### src/rtl/regfile_writeback_if.sv
// Handshake and write-port bundle between the issue/ALU/load side and regfile_writeback.
interface regfile_writeback_if #(
    parameter int BITS   = 16,
    parameter int ADDR   = 2,
    parameter int QDEPTH = 4
);
    localparam int CW = $clog2(QDEPTH) + 1;

    logic                 issue_valid;
    logic [ADDR-1:0]      issue_addr;
    logic                 alu_valid;
    logic                 alu_ready;
    logic [ADDR-1:0]      alu_addr;
    logic [BITS-1:0]      alu_data;
    logic                 ld_valid;
    logic                 ld_ready;
    logic [ADDR-1:0]      ld_addr;
    logic [BITS-1:0]      ld_data;
    logic                 Write;
    logic [ADDR-1:0]      DestAddr;
    logic [BITS-1:0]      DestData;
    logic [(1<<ADDR)-1:0] busy;
    logic [CW-1:0]        fifo_count;

    modport master (
        output issue_valid, issue_addr,
        output alu_valid, alu_addr, alu_data,
        output ld_valid, ld_addr, ld_data,
        input  alu_ready, ld_ready,
        input  Write, DestAddr, DestData, busy, fifo_count
    );

    modport slave (
        input  issue_valid, issue_addr,
        input  alu_valid, alu_addr, alu_data,
        input  ld_valid, ld_addr, ld_data,
        output alu_ready, ld_ready,
        output Write, DestAddr, DestData, busy, fifo_count
    );
endinterface

### src/rtl/regfile_writeback.sv
// Arbitrates ALU results and FIFO-buffered load results onto the register-file write port, with a pending-write scoreboard.
// Latency: ALU 1 cycle, load 2 cycles uncontended; ld_ready drops when the FIFO is full, alu_ready drops for one cycle after STARVE ALU wins over a non-empty FIFO.
module regfile_writeback #(
    parameter int BITS   = 16,
    parameter int ADDR   = 2,
    parameter int QDEPTH = 4,
    parameter int STARVE = 4
) (
    input  logic          clk,
    input  logic          rst_n,
    regfile_writeback_if.slave bus
);
    localparam int NREG = 1 << ADDR;
    localparam int PW   = $clog2(QDEPTH);
    localparam int CW   = PW + 1;
    localparam int SW   = $clog2(STARVE + 1);
    localparam logic [CW-1:0] FULL = CW'(QDEPTH);
    localparam logic [SW-1:0] SLIM = SW'(STARVE);

    typedef struct packed {
        logic [ADDR-1:0] addr;
        logic [BITS-1:0] dat;
    } entry_t;

    entry_t          mem_q [QDEPTH];
    entry_t          mem_d [QDEPTH];
    logic [PW-1:0]   wr_ptr_q, wr_ptr_d;
    logic [PW-1:0]   rd_ptr_q, rd_ptr_d;
    logic [CW-1:0]   count_q, count_d;
    logic [SW-1:0]   starve_q, starve_d;
    logic            write_q, write_d;
    logic [ADDR-1:0] dest_addr_q, dest_addr_d;
    logic [BITS-1:0] dest_data_q, dest_data_d;
    logic [NREG-1:0] busy_q, busy_d;

    logic            ld_ready, alu_ready;
    logic            push, grant_alu, grant_ld, fifo_empty;
    logic [NREG-1:0] set_mask, clr_mask;
    entry_t          head;

    // Both readies come from registered state only, so they never depend on this cycle's valids.
    assign fifo_empty = (count_q == '0);
    assign ld_ready   = (count_q != FULL);
    assign alu_ready  = (starve_q != SLIM);
    assign head       = mem_q[rd_ptr_q];

    assign push      = bus.ld_valid && ld_ready;
    assign grant_alu = bus.alu_valid && alu_ready;
    assign grant_ld  = !grant_alu && !fifo_empty;

    always_comb begin
        mem_d       = mem_q;
        wr_ptr_d    = wr_ptr_q;
        rd_ptr_d    = rd_ptr_q;
        write_d     = 1'b0;
        dest_addr_d = dest_addr_q;
        dest_data_d = dest_data_q;
        set_mask    = '0;
        clr_mask    = '0;
        starve_d    = starve_q;

        if (push) begin
            mem_d[wr_ptr_q] = '{addr: bus.ld_addr, dat: bus.ld_data};
            wr_ptr_d        = wr_ptr_q + PW'(1);
        end

        if (grant_alu) begin
            write_d               = 1'b1;
            dest_addr_d           = bus.alu_addr;
            dest_data_d           = bus.alu_data;
            clr_mask[bus.alu_addr] = 1'b1;
        end else if (grant_ld) begin
            write_d             = 1'b1;
            dest_addr_d         = head.addr;
            dest_data_d         = head.dat;
            clr_mask[head.addr] = 1'b1;
            rd_ptr_d            = rd_ptr_q + PW'(1);
        end

        // A new issue to the register being written this cycle must stay pending.
        if (bus.issue_valid) begin
            set_mask[bus.issue_addr] = 1'b1;
        end
        busy_d = (busy_q & ~clr_mask) | set_mask;

        if (grant_ld || fifo_empty) begin
            starve_d = '0;
        end else if (grant_alu) begin
            starve_d = starve_q + SW'(1);
        end

        count_d = count_q + CW'(push) - CW'(grant_ld);
    end

    always_ff @(posedge clk or negedge rst_n) begin
        if (!rst_n) begin
            for (int i = 0; i < QDEPTH; i++) begin
                mem_q[i] <= '0;
            end
            wr_ptr_q    <= '0;
            rd_ptr_q    <= '0;
            count_q     <= '0;
            starve_q    <= '0;
            write_q     <= 1'b0;
            dest_addr_q <= '0;
            dest_data_q <= '0;
            busy_q      <= '0;
        end else begin
            mem_q       <= mem_d;
            wr_ptr_q    <= wr_ptr_d;
            rd_ptr_q    <= rd_ptr_d;
            count_q     <= count_d;
            starve_q    <= starve_d;
            write_q     <= write_d;
            dest_addr_q <= dest_addr_d;
            dest_data_q <= dest_data_d;
            busy_q      <= busy_d;
        end
    end

    assign bus.ld_ready   = ld_ready;
    assign bus.alu_ready  = alu_ready;
    assign bus.Write      = write_q;
    assign bus.DestAddr   = dest_addr_q;
    assign bus.DestData   = dest_data_q;
    assign bus.busy       = busy_q;
    assign bus.fifo_count = count_q;
endmodule

### src/flat_wrapper.sv
// flat-port wrapper written by rule: the top's interface ports become plain ports
module regfile_writeback_flat 
#(
    parameter int BITS   = 16,
    parameter int ADDR   = 2,
    parameter int QDEPTH = 4,
    parameter int STARVE = 4
)
  (clk, rst_n, bus_issue_valid, bus_issue_addr, bus_alu_valid, bus_alu_addr, bus_alu_data, bus_ld_valid, bus_ld_addr, bus_ld_data, bus_alu_ready, bus_ld_ready, bus_Write, bus_DestAddr, bus_DestData, bus_busy, bus_fifo_count);
  regfile_writeback_if #(.BITS(BITS), .ADDR(ADDR), .QDEPTH(QDEPTH)) bus_i ();
  input  logic clk;
  input  logic rst_n;
  input wire logic [$bits(bus_i.issue_valid)-1:0] bus_issue_valid;
  input wire logic [$bits(bus_i.issue_addr)-1:0] bus_issue_addr;
  input wire logic [$bits(bus_i.alu_valid)-1:0] bus_alu_valid;
  input wire logic [$bits(bus_i.alu_addr)-1:0] bus_alu_addr;
  input wire logic [$bits(bus_i.alu_data)-1:0] bus_alu_data;
  input wire logic [$bits(bus_i.ld_valid)-1:0] bus_ld_valid;
  input wire logic [$bits(bus_i.ld_addr)-1:0] bus_ld_addr;
  input wire logic [$bits(bus_i.ld_data)-1:0] bus_ld_data;
  output wire logic [$bits(bus_i.alu_ready)-1:0] bus_alu_ready;
  output wire logic [$bits(bus_i.ld_ready)-1:0] bus_ld_ready;
  output wire logic [$bits(bus_i.Write)-1:0] bus_Write;
  output wire logic [$bits(bus_i.DestAddr)-1:0] bus_DestAddr;
  output wire logic [$bits(bus_i.DestData)-1:0] bus_DestData;
  output wire logic [$bits(bus_i.busy)-1:0] bus_busy;
  output wire logic [$bits(bus_i.fifo_count)-1:0] bus_fifo_count;
  assign bus_i.issue_valid = bus_issue_valid;
  assign bus_i.issue_addr = bus_issue_addr;
  assign bus_i.alu_valid = bus_alu_valid;
  assign bus_i.alu_addr = bus_alu_addr;
  assign bus_i.alu_data = bus_alu_data;
  assign bus_i.ld_valid = bus_ld_valid;
  assign bus_i.ld_addr = bus_ld_addr;
  assign bus_i.ld_data = bus_ld_data;
  assign bus_alu_ready = bus_i.alu_ready;
  assign bus_ld_ready = bus_i.ld_ready;
  assign bus_Write = bus_i.Write;
  assign bus_DestAddr = bus_i.DestAddr;
  assign bus_DestData = bus_i.DestData;
  assign bus_busy = bus_i.busy;
  assign bus_fifo_count = bus_i.fifo_count;
  regfile_writeback #(.BITS(BITS), .ADDR(ADDR), .QDEPTH(QDEPTH), .STARVE(STARVE)) u_core (.clk(clk), .rst_n(rst_n), .bus(bus_i));
endmodule
### config.mk
export PLATFORM = sky130hd
export DESIGN_NAME = regfile_writeback_flat
export DESIGN_NICKNAME = d
export VERILOG_FILES = /design/src/rtl/regfile_writeback_if.sv /design/src/rtl/regfile_writeback.sv /design/src/flat_wrapper.sv
export SDC_FILE = /design/constraint.sdc
export NUM_CORES = 1
export LEC_CHECK = 0
export ABC_AREA = 1
export CAP_MARGIN = 25
export CORE_UTILIZATION = 30
export CTS_BUF_LIST = sky130_fd_sc_hd__clkbuf_16
export DETAILED_ROUTE_END_ITERATION = 6
export PLACE_DENSITY = 0.57
export SYNTH_ARGS = -nofsm -noshare
export SYNTH_HDL_FRONTEND = slang
export SYNTH_SLANG_ARGS = --single-unit
### constraint.sdc
create_clock -name clk -period 5.7 [get_ports clk]
set_clock_uncertainty 0.2 [all_clocks]
set_input_delay 0.57 -clock clk [delete_from_list [all_inputs] [get_ports clk]]
set_output_delay 0.57 -clock clk [all_outputs]
set_load 0.05 [all_outputs]
==> key figures, run 1 <==
Synth
  • Synth Area in Adders: 0.02373
  • Syn avg cell area: 8.451 um^2
  • Post-synthesis mux area share: 0
  • Yosys reg bits: 105
  • Post-Synth XOR/XNOR Area: 0.008651
  • Mapped cell area: 5062 um^2
  • Main combinational cell family by area after synthesis: simple AND/OR/NAND/NOR gates
  • Sequential fraction of the synthesis area: 0.5190
  • Yosys Warn Count: 0
  • Yosys cell types: 28
  • Simple-Gate Fraction of Synth Area: 0.2385
  • Synth Net Count: 651
  • Synth Area in Compound Gates: 0.1191
  • Cells after Synth: 599

Clock tree
  • CTS tree: yes
  • CTS resizes: 0
  • CTS Buf Count: 9
  • Clock buffer depth: 2
  • Clock latency on the worst-skew pair: 0.35 ns
  • H-Tree Depth: 3
  • Clk sinks: 105
  • Clock-pin slew of the registers on the worst-case setup and hold paths: 0.07 ns
  • Root Driver: clkbuf_16
  • Hold buffers post-CTS: 0
  • Post-CTS Setup Inserts: 0

Cells and area
  • Fin util: 0.3671
  • Area grow syn2layout: 19.82%
  • Reg area: 2628 um^2
  • Layout fillers: 1693
  • Final cell count without fillers: 877
  • Fin area: 6066 um^2
  • Multi-input gate area: 1974 um^2
  • Layout cell share with drive strength beyond 1: 0.04718
  • Commonest non-fill, non-tap cell in the layout: nand2_1
  • Most frequent cells in the layout: nand2_1, dfrtp_1, o21ai_1
  • Antenna cells: 0
  • Post-layout net count: 705

Route
  • Initial DRC count: 271
  • First-pass DRT Iterations: 7
  • DR vias: 3915
  • Post-DR wirelength/cell: 12.68 um
  • Drc violations: 0
  • Total Wirelength: 11.12 mm
  • Vias per cell: 4.464
  • Post-DRT Antenna Nets: 0

GRT
  • Initial antenna violation count: 0
  • Total GRT Usage: 0.1383
  • Congestion Overflow GR: 0
  • Global-route wire length before repair: 19.07 mm
  • Largest net degree at the start of global routing: 61
  • Vias in the first global route: 3822

Timing
  • Worst rel slew slack: 0.4146
  • Slew Viols, Final: 0
  • Hold Vio Cnt, Final: 0
  • Min cycle time layout: 3.051 ns
  • Max frequency: 327.8 MHz
  • Post-route clock period utilization: 0.5352
  • Setup violations, final: 0
  • Slew @ Worst Pin: 0.8781 ns
  • RSZ-0062 raised after global routing: no
  • Fin Setup TNS: 0 ns

Die
  • Starting Density: 0.3064
  • Die ar.: 17400 um^2
  • CORE AREA: 16520 um^2
  • IO Count: 71
  • Die Wd: 131.9 um
  • Row Count: 47
  • Die height: 131.9 um

Power and ir drop
  • Pwr Density: 578.1 nW/um^2
  • Max IR drop VDD: 193.5 uV
  • Gate power share: 0.470
  • Net Sw Power: 1.551 mW
  • Cell Int Power: 1.956 mW
  • P_leak: 2.878 nW
  • Sw Ratio: 0.4422
  • Sequential share of power: 0.375
  • Power share of the clock group: 0.155

Setup path
  • CP arrival: 3.08 ns
  • Crit. Startpoint: u_core.starve_q[0]
  • Worst Path Max Fanout: 36
  • Worst reg2reg setup slack: 2.65 ns
  • Worst Path Required: 5.73 ns
  • Worst r2r src: u_core.starve_q[0]
  • Worst R2R End: u_core.bus.fifo_count[2]
  • Kind of critical path: flop to flop
  • Startpoint types: flop
  • Worst R2R Path Depth: 13
  • CP Capture Type: flop

Placed design
  • DPL Wire Length: 7.330 mm
  • I/O Buffers: 70
  • Placed Cells: 862
  • Placer Congestion: 0.7751
  • Placed inst area: 5812 um^2

Run
  • Max Cap Viol: 0

Min path
  • Hold crit path type: primary input to async pin

Status
  • Outcome: finished clean
-- synth_stat cells --
library cell,n,area [um^2]
inv_8,1,11.26
buf_2,11,55.05
nand2_2,4,25.02
nand3_1,29,145.1
nand2_4,1,11.26
o21ai_1,80,400.4
fa_1,1,20.02
a21oi_1,1,5.000
nand3b_1,1,7.510
o21ai_2,1,8.760
buf_6,15,168.9
nand2_8,4,80.08
o211ai_1,16,120.1
o21ai_0,8,40.04
nor2_8,1,20.02
xor2_1,3,26.28
nand2_1,171,641.9
xnor2_1,2,17.52
a21boi_0,3,22.52
buf_4,1,7.510
nor2_2,1,6.260
nor2_1,72,270.3
clkbuf_1,2,7.510
inv_2,3,11.26
inv_1,53,198.9
dfrtp_1,105,2628
ha_1,8,100.1
a31oi_1,1,6.260
-- sequential cells by signal, summed over array words and instances (netlist names) --
name,flops
u_core.starve_q,3
u_core.mem_q,72
u_core.bus.Write,1
u_core.bus.DestData,16
u_core.rd_ptr_q,2
u_core.bus.busy,4
u_core.bus.DestAddr,2
u_core.wr_ptr_q,2
u_core.bus.fifo_count,3
-- power groups by stage --
stage | Sequential, mW | Clock [mW] | Combinational [mW]
final | 1.31 | 0.543 | 1.65
after global routing | 1.36 | 0.591 | 1.85
after floorplan | 1.59 | 0 | 0.981
after CTS | 1.32 | 0.564 | 1.67
after global placement | 1.31 | 0 | 1.64
after detailed placement | 1.33 | 0 | 1.67
-- metal layers --
metal / vias to the layer above / track usage / part of all wire
li1: 2007 / - / -
met1: 1814 / 0.1788 / 0.47
met2: 82 / 0.2302 / 0.47
met3: 12 / 0.02076 / 0.044
met4: 0 / 0.06008 / 0.019
met5: - / 0 / 0
-- area by class of cell --
| cell class | count | area share |
|---|---|---|
| sequential | 105 | 0.4332 |
| multi-input combinational | 408 | 0.3255 |
| timing repair buffer | 72 | 0.1176 |
| tap | 220 | 0.04538 |
| clock buffer | 9 | 0.03713 |
| inverter | 57 | 0.03651 |
| clock inverter | 6 | 0.004744 |
-- metrics by stage --
stage                     setup slack [ns]  hold slack (ns)  total power [mW]
after floorplan                      3.080          0.07441             2.567
after global placement               2.348           0.2442             2.951
after detailed placement             2.266           0.2545             2.995
after CTS                            2.604          0.04636             3.554
after global routing                 2.373          0.08509             3.803
final                                2.649          0.01794             3.507
-- how the worst max path moves through the flow --
stage,to,slack (ns),cells past startpoint
global placement,u_core.bus.fifo_count[2],2.35,11
CTS,u_core.bus.fifo_count[2],2.60,13
floorplan,u_core.bus.fifo_count[2],3.08,13
global route,u_core.bus.fifo_count[2],2.37,13
finish,u_core.bus.fifo_count[2],2.65,13
detailed placement,u_core.bus.fifo_count[2],2.27,11
-- critical path: stages (launching register included) --
cell,delay [ns]
dfrtp_1,0.40
inv_1,0.07
ha_1,0.15
nand2_2,0.07
nand2_2,0.58
nand2_1,0.18
inv_2,0.16
ha_1,0.24
inv_1,0.05
ha_1,0.13
inv_1,0.05
fa_1,0.38
xnor2_1,0.15
xor2_1,0.14
-- cell families (layout without fill, tap and decap cells) --
family                     count (synthesis)  after routing
and+or+nand+nor                          284            284
AOI/OAI and AO/OA                        110            110
DFF                                      105            105
buffers and inverters                     86            144
adders and majority gates                  9              9
xor gates and xnor gates                   5              5
(Power assumes the default switching activity.)
==> run 2, diff against run 1 <==
- clock period: 5.7 -> 2.95 ns (I/O delays scaled with it)
==> key figures, run 2 (synthesis gave the netlist of run 1 again) <==
Setup path
  • Worst r2r src: u_core.starve_q[0] (unchanged)
  • Crit. Startpoint: u_core.starve_q[0] (unchanged)
  • Slowest-stage cell, CP: dfrtp_1 (was nand2_2)
  • Kind of critical path: flop to flop (unchanged)
  • Worst Path Buf+Inv: 4 (unchanged)
  • Max incr delay on CP: 0.37 ns (was 0.58 ns)
  • Worst Path Max Fanout: 8 (was 36)
  • CP top delay family: adder cells (unchanged)
  • CP arrival: 2.48 ns (was 3.08 ns)
  • Worst path cell trace: inv_1 -> ha_1 -> nand2_2 -> nand2_2 -> nand2_1 -> inv_2 -> ha_1 -> inv_1 -> ha_1 -> inv_1 -> fa_1 -> xnor2_1 -> xor2_1 (unchanged)
  • Startpoint types: flop (unchanged)
  • Worst Path Required: 3.01 ns (was 5.73 ns)
  • CP Capture Type: flop (unchanged)

Route
  • Post-DRT Antenna Nets: 0 (unchanged)
  • Drc violations: 0 (unchanged)
  • Vias per cell: 4.510 (was 4.464)
  • Total Wirelength: 11.45 mm (was 11.12 mm)
  • Initial DRC count: 289 (was 271)
  • Post-DR wirelength/cell: 12.99 um (was 12.68 um)
  • First-pass DRT Iterations: 4 (was 7)
  • DR vias: 3973 (was 3915)

Die
  • Starting Density: 0.3064 (unchanged)
  • Die height: 131.9 um (unchanged)
  • Die Wd: 131.9 um (unchanged)
  • Die ar.: 17400 um^2 (unchanged)
  • CORE AREA: 16520 um^2 (unchanged)
  • Row Count: 47 (unchanged)
  • IO Count: 71 (unchanged)

GRT
  • Initial antenna violation count: 0 (unchanged)
  • Total GRT Usage: 0.1416 (was 0.1383)
  • Met2 Use GR: 0.2237 (was 0.2302)
  • Met3 Track Usage GR: 0.02499 (was 0.02076)
  • Largest net degree at the start of global routing: 59 (was 61)
  • Congestion Overflow GR: 0 (unchanged)
  • Vias in the first global route: 3902 (was 3822)
  • GR Layer Usage met1: 0.1966 (was 0.1788)
  • Global-route wire length before repair: 19.80 mm (was 19.07 mm)
  • GRT busiest layer: met2 (unchanged)

Clock tree
  • Clock latency on the worst-skew pair: 0.34 ns (was 0.35 ns)
  • H-Tree Depth: 3 (unchanged)
  • Clk sinks: 105 (unchanged)
  • Post-CTS Setup Inserts: 0 (unchanged)
  • CTS Buf Count: 9 (unchanged)
  • CTS tree: yes (unchanged)
  • Clock buffer depth: 2 (unchanged)
  • Root Driver: clkbuf_16 (unchanged)
  • Clock-pin slew of the registers on the worst-case setup and hold paths: 0.06 ns (was 0.07 ns)

Cells and area
  • Max FFs per register: 72 (unchanged)
  • Layout cell share with drive strength beyond 1: 0.04992 (was 0.04718)
  • Commonest non-fill, non-tap cell in the layout: nand2_1 (unchanged)
  • Most frequent cells in the layout: nand2_1, dfrtp_1, o21ai_1 (unchanged)
  • Fin area: 6132 um^2 (was 6066 um^2)
  • Area grow syn2layout: 21.13% (was 19.82%)
  • Most flop-heavy register: u_core.mem_q (unchanged)
  • Antenna cells: 0 (unchanged)
  • Post-layout net count: 709 (was 705)
  • Fin util: 0.3711 (was 0.3671)

Status
  • Outcome: finished clean (unchanged)

Placed design
  • I/O Buffers: 70 (unchanged)
  • Placed inst area: 5847 um^2 (was 5812 um^2)
  • Placer Congestion: 0.7715 (was 0.7751)
  • DPL Wire Length: 7.518 mm (was 7.330 mm)

Timing
  • Setup violations, final: 0 (unchanged)
  • Min cycle time layout: 2.425 ns (was 3.051 ns)
  • RSZ-0062 raised after global routing: no (unchanged)
  • Hold Vio Cnt, Final: 0 (unchanged)
  • Max frequency: 412.4 MHz (was 327.8 MHz)
  • Post-route clock period utilization: 0.8219 (was 0.5352)
  • Worst rel slew slack: 0.5663 (was 0.4146)
  • Slew @ Worst Pin: 0.6506 ns (was 0.8781 ns)
  • Slew Viols, Final: 0 (unchanged)
  • Fin Setup TNS: 0 ns (unchanged)

Power and ir drop
  • P_leak: 2.905 nW (was 2.878 nW)
  • Max IR drop VDD: 372.2 uV (was 193.5 uV)
  • Pwr Density: 1128 nW/um^2 (was 578.1 nW/um^2)

Run
  • Max Cap Viol: 0 (unchanged)

Min path
  • Hold crit path type: flop to flop (was primary input to async pin)
  • Hold path start: u_core.starve_q[0]
## run 2: power by group
group | switching [mW] | total [mW] | internal, mW | leakage [nW]
Clock | 0.491 | 1.13 | 0.640 | 0.135
Sequential | 0.378 | 2.49 | 2.12 | 1.29
Combinational | 2.17 | 3.29 | 1.13 | 1.48
## run 2: final cells by class
class                           count  area [um^2]
Tap cell                          220        275.3
Timing Repair Buffer               76        758.2
Fill cell                        1665        10390
Sequential cell                   105         2628
Clock buffer                        9        225.2
Multi-Input combinational cell    408         1974
Clock inverter                      6        50.05
Inverter                           57        221.5
## run 2: path summary, 6_finish.rpt
check                      slack [ns]                       end  depth (start not counted)
max                              0.53  u_core.bus.fifo_count[2]                         13
min                              0.27        u_core.starve_q[0]                          1
max reg2reg                      0.53  u_core.bus.fifo_count[2]                         13
min reg2reg                      0.27        u_core.starve_q[0]                          1
max in group asynchronous        1.49          u_core.mem_q[53]                          3
min in group asynchronous        0.32          u_core.mem_q[30]                          2
## run 2: worst reg2reg max path, stage by stage, from the launching register on
cell     delay [ns]
dfrtp_1        0.37
inv_1          0.05
ha_1           0.20
nand2_2        0.08
nand2_2        0.06
nand2_1        0.10
inv_2          0.08
ha_1           0.27
inv_1          0.06
ha_1           0.13
inv_1          0.04
fa_1           0.37
xnor2_1        0.18
xor2_1         0.17
## run 2: stage by stage
| step | setup WS (ns) | cells | power, mW | hold slack, ns |
|---|---|---|---|---|
| 2_1_floorplan | 0.3303 | 599 | 4.960 | -0.2006 |
| 3_3_place_gp | 0.4523 | 865 | 5.730 | 0.1626 |
| 3_5_place_dp | 0.4075 | 865 | 5.833 | 0.1728 |
| 4_1_cts | 0.4927 | 881 | 7.001 | 0.2631 |
| 5_1_grt | 0.3127 | 881 | 7.514 | 0.2965 |
| 6_report | 0.5254 | 881 | 6.918 | 0.2654 |
## run 2: metal layers
layer | up-vias | routed length (um)
li1 | 2020 | -
met1 | 1872 | 5569
met2 | 77 | 5305
met3 | 4 | 509
met4 | 0 | 63
met5 | - | 0
## run 2: what timing repair did
action | in CTS | in global routing
hold endpoints to repair | 47 | 0
hold buffers | 1 | 0
resized for setup | 0 | 0
==> run 3, diff against run 2 <==
- PLACE_DENSITY: 0.57 -> 0.59
- clock period: 2.95 -> 2.2 ns (I/O delays scaled with it)
==> key figures, run 3 (synthesis gave the netlist of run 1 again) <==
Die
  • Die Wd: 131.9 um (unchanged)
  • Die ar.: 17400 um^2 (unchanged)
  • CORE AREA: 16520 um^2 (unchanged)
  • Starting Density: 0.3064 (unchanged)
  • IO Count: 71 (unchanged)
  • Row Count: 47 (unchanged)
  • Die height: 131.9 um (unchanged)

Power and ir drop
  • Sequential share of power: 0.350 (was 0.361)
  • Gate power share: 0.485 (was 0.476)
  • Cell Int Power: 5.442 mW (was 3.885 mW)
  • Power consumption: 9.616 mW (was 6.918 mW)
  • Max IR drop VDD: 776.1 uV (was 372.2 uV)
  • Power share of the clock group: 0.165 (was 0.163)
  • Pwr Density: 1503 nW/um^2 (was 1128 nW/um^2)
  • Sw Ratio: 0.4341 (was 0.4385)
  • P_leak: 3.010 nW (was 2.905 nW)
  • Net Sw Power: 4.174 mW (was 3.033 mW)

Setup path
  • Worst path cell trace: inv_2 -> ha_4 -> nand2_8 -> nand2_8 -> nand2_4 -> inv_4 -> ha_4 -> inv_2 -> ha_4 -> inv_2 -> fa_2 -> xnor2_2 -> xor2_1 (was inv_1 -> ha_1 -> nand2_2 -> nand2_2 -> nand2_1 -> inv_2 -> ha_1 -> inv_1 -> ha_1 -> inv_1 -> fa_1 -> xnor2_1 -> xor2_1)
  • Slowest-stage cell, CP: dfrtp_1 (unchanged)
  • Worst Path Max Fanout: 2 (was 8)
  • CP arrival: 2.20 ns (was 2.48 ns)
  • Worst Path Required: 2.23 ns (was 3.01 ns)
  • Kind of critical path: flop to flop (unchanged)
  • Max incr delay on CP: 0.39 ns (was 0.37 ns)
  • CP Capture Type: flop (unchanged)
  • Startpoint types: flop (unchanged)
  • Worst R2R Path Depth: 13 (unchanged)

Timing
  • Max frequency: 461.1 MHz (was 412.4 MHz)
  • Hold Vio Cnt, Final: 0 (unchanged)
  • RSZ-0062 raised after global routing: yes (was no)
  • Fin Setup TNS: 0 ns (unchanged)
  • Setup violations, final: 0 (unchanged)
  • Slew @ Worst Pin: 0.5362 ns (was 0.6506 ns)
  • Worst rel slew slack: 0.6425 (was 0.5663)
  • Min cycle time layout: 2.169 ns (was 2.425 ns)
  • Post-route clock period utilization: 0.9857 (was 0.8219)
  • Slew Viols, Final: 0 (unchanged)

GRT
  • Largest net degree at the start of global routing: 43 (was 59)
  • Total GRT Usage: 0.1403 (was 0.1416)
  • Vias in the first global route: 3752 (was 3902)
  • Global-route wire length before repair: 19.35 mm (was 19.80 mm)
  • Congestion Overflow GR: 0 (unchanged)
  • Initial antenna violation count: 0 (unchanged)

Cells and area
  • Commonest non-fill, non-tap cell in the layout: nand2_1 (unchanged)
  • Max FFs per register: 72 (unchanged)
  • Antenna cells: 0 (unchanged)
  • Post-layout net count: 723 (was 709)
  • Most frequent cells in the layout: nand2_1, dfrtp_1, o21ai_1 (unchanged)
  • Layout cell share with drive strength beyond 1: 0.09320 (was 0.04992)
  • Area grow syn2layout: 26.37% (was 21.13%)
  • Most flop-heavy register: u_core.mem_q (unchanged)
  • Fin area: 6397 um^2 (was 6132 um^2)

Route
  • Post-DR wirelength/cell: 12.84 um (was 12.99 um)
  • Post-DRT Antenna Nets: 0 (unchanged)
  • Vias per cell: 4.450 (was 4.510)
  • DR vias: 3987 (was 3973)
  • Drc violations: 2 (was 0)
  • Initial DRC count: 309 (was 289)
  • Total Wirelength: 11.51 mm (was 11.45 mm)
  • First-pass DRT Iterations: 6 (was 4)

Placed design
  • I/O Buffers: 70 (unchanged)
  • Placed inst area: 6093 um^2 (was 5847 um^2)
  • Placer Congestion: 0.7265 (was 0.7715)
  • DPL Wire Length: 7.697 mm (was 7.518 mm)

Clock tree
  • H-Tree Depth: 3 (unchanged)
  • CTS tree: yes (unchanged)
  • Clock latency on the worst-skew pair: 0.35 ns (was 0.34 ns)
  • Clock-pin slew of the registers on the worst-case setup and hold paths: 0.07 ns (was 0.06 ns)
  • CTS Buf Count: 9 (unchanged)
  • Clock buffer depth: 2 (unchanged)
  • Root Driver: clkbuf_16 (unchanged)
  • Clk sinks: 105 (unchanged)

Run
  • Max Cap Viol: 0 (unchanged)

Status
  • Outcome: finished with violations (was finished clean)
  • Failing checks: design-rule violations

Min path
  • Hold crit path type: primary input to async pin (was flop to flop)
## run 3: repair_timing
item / CTS / global route
hold buffers: 1 / 0
endpoints found under the setup margin: 2 / 10
buffers inserted: 0 / 1
resized for setup: 1 / 0
pin swaps: 2 / 1
endpoints found under the hold margin: 33 / 0
## run 3: power by group through the flow
stage	clock network (mW)	logic (mW)	registers, mW
2_1_floorplan	0	2.68	4.14
3_3_place_gp	0	4.64	3.39
3_5_place_dp	0	4.70	3.40
4_1_cts	1.62	4.72	3.37
5_1_grt	1.70	5.20	3.48
6_report	1.58	4.66	3.37
## run 3: routing by layer
layer  GRT usage  wire length, um  vias to the layer above  share of wire
li1            -                -                     2044              -
met1      0.1972             5724                     1848           0.50
met2      0.2113             5054                       81           0.44
met3     0.02537              529                       14          0.046
met4     0.06072              197                        0          0.017
met5           0                0                        -              0
## run 3: worst max-delay path, delay by kind of cell (launching register included)
family	cells	cell delay [ns]
adder cells (fa/ha/maj)	4	0.79
flip-flops	1	0.39
XOR/XNOR	2	0.28
buffers and inverters	4	0.21
AND/OR/NAND/NOR	3	0.18
## run 3: final cells by class
class / instances / area (um^2)
clock buffers: 9 / 225.2
fillers: 1700 / 10130
flip-flops and latches: 105 / 2634
multi-input cells: 408 / 2067
repair buffers: 90 / 909.6
well taps: 220 / 275.3
clock inverters: 7 / 62.56
inverters: 57 / 224.0
## run 3: worst paths after layout
check | end | slack (ns) | start
worst max-delay path | u_core.bus.fifo_count[2] | 0.03 | u_core.starve_q[0]
worst min-delay path | u_core.starve_q[2] | 0.19 | rst_n
worst max register to register | u_core.bus.fifo_count[2] | 0.03 | u_core.starve_q[0]
worst min register to register | u_core.bus.DestData[12] | 0.28 | u_core.bus.DestData[12]
max in group asynchronous | u_core.mem_q[57] | 0.96 | rst_n
min in group clk | u_core.bus.DestData[12] | 0.28 | u_core.bus.DestData[12]
## run 3: stage by stage
stage / cells / util / hold WS, ns / setup WS (ns)
final: 896 / 0.3871 / 0.1910 / 0.03148
after global routing: 896 / 0.3871 / 0.2380 / -0.03752
after CTS: 895 / 0.3867 / 0.2024 / 0.01148
after detailed placement: 878 / 0.3687 / 0.03543 / -0.1324
after global placement: 878 / 0.3687 / 0.03375 / -0.1194
after floorplan: 599 / - / -0.2756 / -0.1308
